$ cat src/rtl/cpu_pkg.sv
// Shared fetch-side constants and types; instruction memory indexes words with pc[4:1]
// using these same widths.
package cpu_pkg;
   localparam int PC_W        = 16;
   localparam int INSTR_W     = 16;
   localparam int INSTR_BYTES = 2;

   typedef logic [PC_W-1:0]    pc_t;
   typedef logic [INSTR_W-1:0] instr_t;

   localparam pc_t RESET_PC = 16'h0000;

   typedef struct packed {
      pc_t    pc;
      instr_t instr;
   } fetch_entry_t;

   // Instructions are halfword aligned, so bit 0 of any target is dropped.
   function automatic pc_t align_pc(input pc_t pc);
      return {pc[PC_W-1:1], 1'b0};
   endfunction

   function automatic pc_t next_seq_pc(input pc_t pc);
      return pc + pc_t'(INSTR_BYTES);
   endfunction
endpackage

$ cat src/rtl/fetch_fifo.sv
// Fetch buffer: DEPTH x W circular FIFO with synchronous flush; head registered, 1 clk write-to-head.
// Backpressure: caller must not push when full unless popping on the same edge; no empty bypass.
module fetch_fifo #(
   parameter int DEPTH = 2,
   parameter int W     = 32
) (
   input  logic                   clk,
   input  logic                   rst_n,
   input  logic                   i_push,
   input  logic                   i_pop,
   input  logic                   i_flush,
   input  logic [W-1:0]           i_dat,
   output logic [W-1:0]           o_head_dat,
   output logic [$clog2(DEPTH):0] o_count,
   output logic                   o_full,
   output logic                   o_empty
);
   localparam int AW = $clog2(DEPTH);

   logic [W-1:0]  r_mem [DEPTH];
   logic [AW-1:0] r_wptr;
   logic [AW-1:0] r_rptr;
   logic [AW:0]   r_count;

   always_ff @(posedge clk or negedge rst_n) begin
      if (!rst_n) begin
         r_wptr  <= '0;
         r_rptr  <= '0;
         r_count <= '0;
      end else if (i_flush) begin
         r_wptr  <= '0;
         r_rptr  <= '0;
         r_count <= '0;
      end else begin
         if (i_push) r_wptr <= r_wptr + AW'(1);
         if (i_pop)  r_rptr <= r_rptr + AW'(1);
         case ({i_push, i_pop})
            2'b10:   r_count <= r_count + (AW+1)'(1);
            2'b01:   r_count <= r_count - (AW+1)'(1);
            default: r_count <= r_count;
         endcase
      end
   end

   // Storage needs no reset: an entry is only visible once count covers it.
   always_ff @(posedge clk) begin
      if (i_push && !i_flush) r_mem[r_wptr] <= i_dat;
   end

   assign o_head_dat = r_mem[r_rptr];
   assign o_count    = r_count;
   assign o_full     = (r_count == (AW+1)'(DEPTH));
   assign o_empty    = (r_count == '0);
endmodule

$ cat src/rtl/fetch_unit.sv
// Instruction fetch: owns PC, drives imem_pc, buffers {pc,instr} for decode; 1 clk push-to-id_valid.
// Holds PC when buffer full and decode stalls; redirect flushes and overrides push/pop.
module fetch_unit
   import cpu_pkg::*;
#(
   parameter int DEPTH = 2
) (
   input  logic               clk,
   input  logic               rst_n,
   output logic [PC_W-1:0]    imem_pc,
   input  logic [INSTR_W-1:0] imem_instr,
   input  logic               redirect_valid,
   input  logic [PC_W-1:0]    redirect_pc,
   output logic               id_valid,
   input  logic               id_ready,
   output logic [INSTR_W-1:0] id_instr,
   output logic [PC_W-1:0]    id_pc
);
   pc_t                   r_fetch_pc;
   logic                  w_push;
   logic                  w_pop;
   logic                  w_full;
   logic                  w_empty;
   logic [$clog2(DEPTH):0] w_count;
   fetch_entry_t          w_tail;
   fetch_entry_t          w_head;

   // Redirect wins: the head is flushed rather than consumed even with id_ready high.
   assign w_pop  = id_valid & id_ready & ~redirect_valid;
   assign w_push = ~redirect_valid & (~w_full | w_pop);

   always_ff @(posedge clk or negedge rst_n) begin
      if (!rst_n)
         r_fetch_pc <= RESET_PC;
      else if (redirect_valid)
         r_fetch_pc <= align_pc(redirect_pc);
      else if (w_push)
         r_fetch_pc <= next_seq_pc(r_fetch_pc);
   end

   assign imem_pc = r_fetch_pc;
   assign w_tail  = '{pc: r_fetch_pc, instr: imem_instr};

   fetch_fifo #(
      .DEPTH (DEPTH),
      .W     ($bits(fetch_entry_t))
   ) u_fetch_fifo (
      .clk        (clk),
      .rst_n      (rst_n),
      .i_push     (w_push),
      .i_pop      (w_pop),
      .i_flush    (redirect_valid),
      .i_dat      (w_tail),
      .o_head_dat (w_head),
      .o_count    (w_count),
      .o_full     (w_full),
      .o_empty    (w_empty)
   );

   assign id_valid = (w_count != '0);
   assign id_instr = w_empty ? '0 : w_head.instr;
   assign id_pc    = w_empty ? '0 : w_head.pc;
endmodule
$ cat config.mk
export PLATFORM = sky130hd
export DESIGN_NAME = fetch_unit
export DESIGN_NICKNAME = d
export VERILOG_FILES = /design/src/rtl/cpu_pkg.sv /design/src/rtl/fetch_fifo.sv /design/src/rtl/fetch_unit.sv
export SDC_FILE = /design/constraint.sdc
export NUM_CORES = 1
export LEC_CHECK = 0
export ABC_AREA = 1
export BUFFER_PORTS_ARGS = -buffer_cell sky130_fd_sc_hd__buf_2
export CELL_PAD_IN_SITES_DETAIL_PLACEMENT = 1
export CELL_PAD_IN_SITES_GLOBAL_PLACEMENT = 1
export CORE_MARGIN = 3
export CORE_UTILIZATION = 44
export CTS_CLUSTER_DIAMETER = 30
export DETAILED_ROUTE_END_ITERATION = 6
export GPL_ROUTABILITY_DRIVEN = 0
export PLACE_DENSITY_LB_ADDON = 0.1
export SLEW_MARGIN = 20
export SYNTH_ARGS = -nofsm -noshare
export SYNTH_HDL_FRONTEND = slang
export SYNTH_SLANG_ARGS = --single-unit
$ cat constraint.sdc
create_clock -name clk -period 7.8 [get_ports clk]
set_input_delay 0.78 -clock clk [delete_from_list [all_inputs] [get_ports clk]]
set_output_delay 0.78 -clock clk [all_outputs]
set_load 0.01 [all_outputs]
---- Word-level counts from Yosys, hierarchy flattened ----
Memories as Yosys holds them, arrays and structs flattened.
Index checks and enable logic that the tools add are counted.
word-level totals
  bits in registers ....................... 20
  memory bits (writable) .................. 64
  input bits .............................. 36
  output and inout port bits .............. 49
  logic and storage cells ................. 38
  memories kept ........................... 1
memories
  name                depth  bits a word  rd ports  clocked after memory_dff  wr ports  RTL line          source
  u_fetch_fifo.r_mem  2      32           1         0                         1         fetch_fifo.sv:20  logic [W-1:0] r_mem [DEPTH];
cells by class
  $add $sub $neg .......................... 5
  eq/ne operators ......................... 3
  multiplexer cells ....................... 12
  bitwise gates (word level) .............. 6
  reductions and logical operators ........ 7
operators by type and width
  operator               number
  $mux 16                4
  $add 16x2->16 const B  1
  $mux 1                 6
  $reduce_bool 2->1      3
  $eq 2x2->1 const B     2
  $pmux 2 s2             1
  $and 1x1->1            3
  $reduce_bool 3->1      1
  $add 1x1->1 const B    2
  $add 2x1->2 const B    1
  $eq 2x1->1 const B     1
  $logic_not 2->1        1
  $mux 2                 1
  $not 1->1              2
  $sub 2x1->2 const B    1
  $logic_and 1x1->1      1
  $logic_not 1->1        1
  $or 1x1->1             1

---- Longest topological paths before layout ----
  word-level depth ........................ 8
  gate-level depth with buffers ........... 10
  gate-level depth less buffers ........... 9

---- By module ----
A second synthesis with hierarchy kept.
second synthesis, totals
  cell total of the unflattened synthesis .. 365
  area total of the unflattened synthesis .. 4,035.1 µm²
by module, submodules not included
  module      times used  cells each  area an instance (µm²)  sequential area each (µm²)
  fetch_fifo  1           133         2,682.6                 2,021.9
  fetch_unit  1           232         1,352.5                 375.4

---- Worst setup path before layout ----
Ideal clock, no wire load.
  path type ............................... input to register
  start point ............................. input port id_ready
  end point ............................... memory u_fetch_fifo.r_mem[1][0], enable pin
  setup time .............................. 419 ps
  arrival time ............................ 2,439 ps
  data required time ...................... 7,381 ps
  setup slack ............................. 4,942 ps
  stages on the path ...................... 4
  path buffers ............................ 0
  path through ............................ nand2_4 -> a21oi_2 -> inv_1 -> nor2_1
between the ends
  word-level cells in the longest chain between the ends .. 7
RTL lines
  element                       RTL line          source
  start: declaration            fetch_unit.sv:15  input logic id_ready,
  $and 1x1->1 (2 in a row)      fetch_unit.sv:29  assign w_pop = id_valid & id_ready & ~redirect_valid;
  $or 1x1->1                    fetch_unit.sv:30  assign w_push = ~redirect_valid & (~w_full | w_pop);
  $and 1x1->1                   fetch_unit.sv:30
  $logic_and 1x1->1             fetch_fifo.sv:47  if (i_push && !i_flush) r_mem[r_wptr] <= i_dat;
  $mux 1                        fetch_fifo.sv:47
  $mux 1 (not written as such)  fetch_fifo.sv:47
  end: declaration              fetch_fifo.sv:20
Every way passes these cells.

---- Final worst setup path ----
  start point ............................. register u_fetch_fifo.r_rptr
  end point ............................... output port id_pc[9]
between the ends
  word-level cells in the longest chain between the ends .. 2
RTL lines
  element                   RTL line          source
  start: declaration        fetch_fifo.sv:22  logic [AW-1:0] r_rptr;
  start signal: assignment  fetch_fifo.sv:36  if (i_pop) r_rptr <= r_rptr + AW'(1);
  $mem_v2 2x32              n/a
  $mux 16                   fetch_unit.sv:62  assign id_pc = w_empty ? '0 : w_head.pc;
  end: declaration          fetch_unit.sv:17  output logic [PC_W-1:0] id_pc
Every way passes these cells.

==> summary.txt <==
GRT
  – Maximum number of pins on one net before global-route repair: 34
  – Most Used Layer, Global Route: met2
  – Total global-route track usage: 20.1%
  – First-pass GRT wire length: 13600 um
  – Met2 capacity usage during global routing: 35.8%
  – Via count of the first global-routing pass: 2790
  – Remaining global-route overflow: 0
  – Met3 Track Usage GR: 5.39%
  – Global routing met1 resource utilization: 23.6%
  – Antenna violations before repair: 0

Cells and area
  – Antenna Diode Count: 0
  – Ratio of cells with drive above 1 in the final layout: 26.9%
  – Most common cell after layout, fill and taps aside: sky130_fd_sc_hd__buf_2
  – Final nets: 466
  – Post-route insts no fill: 534
  – Synthesis-to-finish area growth: 19.0%
  – Commonest cells after routing, fill and taps aside: 81 x sky130_fd_sc_hd__buf_2, 74 x sky130_fd_sc_hd__nor2_1, 64 x sky130_fd_sc_hd__nand2_1, 62 x sky130_fd_sc_hd__edfxtp_1, 37 x sky130_fd_sc_hd__o21ai_0
  – Fillers: 919

STA
  – Final-report max-slew violation count: 0
  – Setup repair after global routing missed its margin: false
  – Setup violations, final: 0
  – Final worst path period share: 50.3%
  – Slew @ Worst Pin: 1.02 ns
  – Final hold slack: 0.372 ns
  – Max Fclk: 255 MHz
  – TNS Setup: 0 ns
  – Post-layout min period: 3.93 ns
  – Final Hold Violating Endpoints: 0
  – Largest clock skew in the final design: 0.0108 ns
  – Slew margin rel.: 31.2%

Routing
  – Remaining antenna violation count after routing: 0
  – Wire length per cell: 16.4 um
  – DRC Markers: 0
  – Length of the first detailed-routing pass in iterations: 4
  – Iteration-0 DRC Markers: 120
  – Via Count: 2732
  – Total wire length after detailed routing: 8740 um
  – Vias per cell: 5.12

Floorplan
  – Starting utilization of the core area: 45.8%
  – Width of the chip: 95.9 um
  – Area of the die: 9200 sq um
  – Number of top-level pins: 85
  – Std-Cell Rows: 32
  – Core ar.: 7770 sq um
  – Height of the chip: 95.9 um

Worst setup path
  – Critical path class: reg -> out
  – Cell type group with the largest total delay on the critical path: buffers and inverters
  – Kind of launch point of the worst setup path: register
  – Largest incremental delay on the critical path: 1.12 ns
  – Number of cells on the worst reg-to-reg path: 7
  – CP max stage cell: sky130_fd_sc_hd__clkinv_1
  – Critical Path End Type: output pin
  – Cell-by-cell listing of the critical path: clkinv_1 -> nor2_1 -> nor2_1 -> buf_2
  – Data required time at the worst endpoint: 7.02 ns
  – Largest fanout of any net on the critical path: 33
  – Worst Path Buf+Inv: 2
  – Data arrival time of the worst path: 3.15 ns
  – Crit path top cell by count: sky130_fd_sc_hd__nor2_1
  – Cell count along the critical path: 4

Synthesis
  – Yosys Warn Count: 0
  – Yosys reg bits: 81
  – Cell area after synthesis: 3560 sq um
  – Sequential-to-total area share from yosys stat: 65.7%
  – Area leader, netlist: sky130_fd_sc_hd__edfxtp_1
  – Avg Inst Size Synth: 10.2 sq um
  – Post-synthesis instance total: 348
  – Proportion of netlist area held by the largest area contributor: 52.4%
  – Library cells used by synthesis: 30
  – Largest cells by area after synthesis: sky130_fd_sc_hd__edfxtp_1 52%, sky130_fd_sc_hd__dfrtp_1 13%, sky130_fd_sc_hd__nor2_1 7.9%

Clocking
  – Clock net sink count: 81
  – Clock transition time at the flip-flop clock pins of the worst setup and hold paths: 0.09 ns
  – Number of gates resized after cts: 0
  – Post-CTS Setup Inserts: 0
  – Insertion delay to the later sink of the worst-skew pair: 0.36 ns
  – Num CTS Buffers: 9
  – Root buffer cell: sky130_fd_sc_hd__clkbuf_8
  – Post-CTS Hold Buffers: 0
  – Clock tree from TritonCTS: yes
  – Max Root-Sink Buffers: 2
  – Clock H-tree levels: 3

Pwr
  – Power share of the clock group: 21.6%
  – Power density over cell area: 343 nW/um^2
  – Sequential share of power: 45.3%
  – Switch Pwr: 557 uW
  – Max VDD drop: 0.107 mV
  – Sw Share: 38.4%
  – Pint: 892 uW
  – Leakage power: 1.86 nW
  – Fraction of power consumed by combinational cells: 33.1%

Flow run
  – Number of max-cap violations: 0

Placement
  – Estimated wirelength of the detail-placed design: 5690 um
  – IO buf count: 81
  – Inst Count DP: 518

Min path
  – Type of the most critical hold path: in -> async

Outcome
  – Outcome: complete, no violations
[kinds of logic after synthesis]
logic type                 count (synthesis)  synth area share (%)
xor gates and xnor gates                   3                 0.739
buffers and inverters                     40                  4.82
AOI/OAI and AO/OA                         52                  7.99
DFF                                       81                  65.7
adders and majority gates                  3                  1.06
and+or+nand+nor                          168                  19.6
other                                      1                 0.105
[synthesized netlist by cell type]
library cell               instances
sky130_fd_sc_hd__conb_1            1
sky130_fd_sc_hd__dfrtp_1          19
sky130_fd_sc_hd__o21ai_1           4
sky130_fd_sc_hd__nand3b_1          1
sky130_fd_sc_hd__nand2_4           1
sky130_fd_sc_hd__buf_4             3
sky130_fd_sc_hd__edfxtp_1         62
sky130_fd_sc_hd__ha_1              3
sky130_fd_sc_hd__nand4_1           2
sky130_fd_sc_hd__a21oi_2           1
sky130_fd_sc_hd__inv_1            18
sky130_fd_sc_hd__buf_1             3
sky130_fd_sc_hd__o21bai_1          1
sky130_fd_sc_hd__nor2_2            4
sky130_fd_sc_hd__nor2_1           75
sky130_fd_sc_hd__a31oi_1           2
sky130_fd_sc_hd__nand2_1          64
sky130_fd_sc_hd__o211ai_1          3
sky130_fd_sc_hd__o21ai_0          37
sky130_fd_sc_hd__clkbuf_1          6
sky130_fd_sc_hd__a21oi_1           3
sky130_fd_sc_hd__buf_2             2
sky130_fd_sc_hd__nand3_2           2
sky130_fd_sc_hd__nand3_1          17
sky130_fd_sc_hd__or2_1             1
sky130_fd_sc_hd__o211ai_2          1
sky130_fd_sc_hd__inv_2             7
sky130_fd_sc_hd__buf_6             1
sky130_fd_sc_hd__or2_2             1
sky130_fd_sc_hd__xor2_1            3
[worst paths after layout]
kind / from / end / slack, ns
setup / recovery: u_fetch_fifo.r_rptr$_DFFE_PN0P_ / id_pc[9] / 3.87
hold / removal: rst_n / imem_pc[6]$_DFFE_PN0P_ / 0.37
setup reg to reg: u_fetch_fifo.o_count[0]$_DFFE_PN0P_ / u_fetch_fifo.r_mem[1][5]$_DFFE_PP_ / 4.68
hold reg to reg: u_fetch_fifo.o_count[0]$_DFFE_PN0P_ / u_fetch_fifo.o_count[0]$_DFFE_PN0P_ / 0.50
max in group asynchronous: rst_n / u_fetch_fifo.o_count[0]$_DFFE_PN0P_ / 7.09
min in group clk: u_fetch_fifo.o_count[0]$_DFFE_PN0P_ / u_fetch_fifo.o_count[0]$_DFFE_PN0P_ / 0.50
[state kept, by name (all words and copies together) (netlist names)]
| name | cells |
|---|---|
| u_fetch_fifo.r_wptr | 1 |
| u_fetch_fifo.o_count | 2 |
| u_fetch_fifo.r_mem | 62 |
| u_fetch_fifo.r_rptr | 1 |
| imem_pc | 15 |
[metrics by stage]
| step | instance area, sq um | total power, mW | utilization, % | setup slack (ns) |
|---|---|---|---|---|
| after global routing | 4230 | 1.56 | 54.5 | 3.61 |
| after detailed placement | 4030 | 1.15 | 51.9 | 4.63 |
| after floorplan | 3560 | 0.938 | - | 4.94 |
| final | 4230 | 1.45 | 54.5 | 3.87 |
| after CTS | 4230 | 1.47 | 54.5 | 4.24 |
| after global placement | 4030 | 1.13 | 51.9 | 4.66 |
[worst register-to-register path: stages (launching register included)]
cell,delay (ns)
sky130_fd_sc_hd__dfrtp_1,0.37
sky130_fd_sc_hd__inv_1,0.07
sky130_fd_sc_hd__ha_1,0.20
sky130_fd_sc_hd__inv_2,0.41
sky130_fd_sc_hd__nand2_4,0.15
sky130_fd_sc_hd__a21oi_2,0.58
sky130_fd_sc_hd__inv_1,0.22
sky130_fd_sc_hd__nor2_4,0.75
[layer usage]
layer  up-vias  wire length (um)
li1       1317                 -
met1      1344              3840
met2        67              4430
met3         4               418
met4         0                59
met5         -                 0
[power by group through the flow]
stage / clock (mW) / sequential, mW / combinational, mW
final: 0.313 / 0.657 / 0.479
after global routing: 0.342 / 0.669 / 0.544
after CTS: 0.323 / 0.656 / 0.489
after detailed placement: 0 / 0.663 / 0.484
after global placement: 0 / 0.656 / 0.471
after floorplan: 0 / 0.642 / 0.296
[final cells by class]
class	count	area (sq um)	share of cell area, %
clock buffers	9	124	2.93
multi-input cells	228	1060	25.0
inverters	25	93.8	2.22
repair buffers	82	413	9.76
well taps	102	128	3.02
clock inverters	7	76.3	1.80
flip-flops and latches	81	2340	55.2
(Power assumes the default switching activity.)
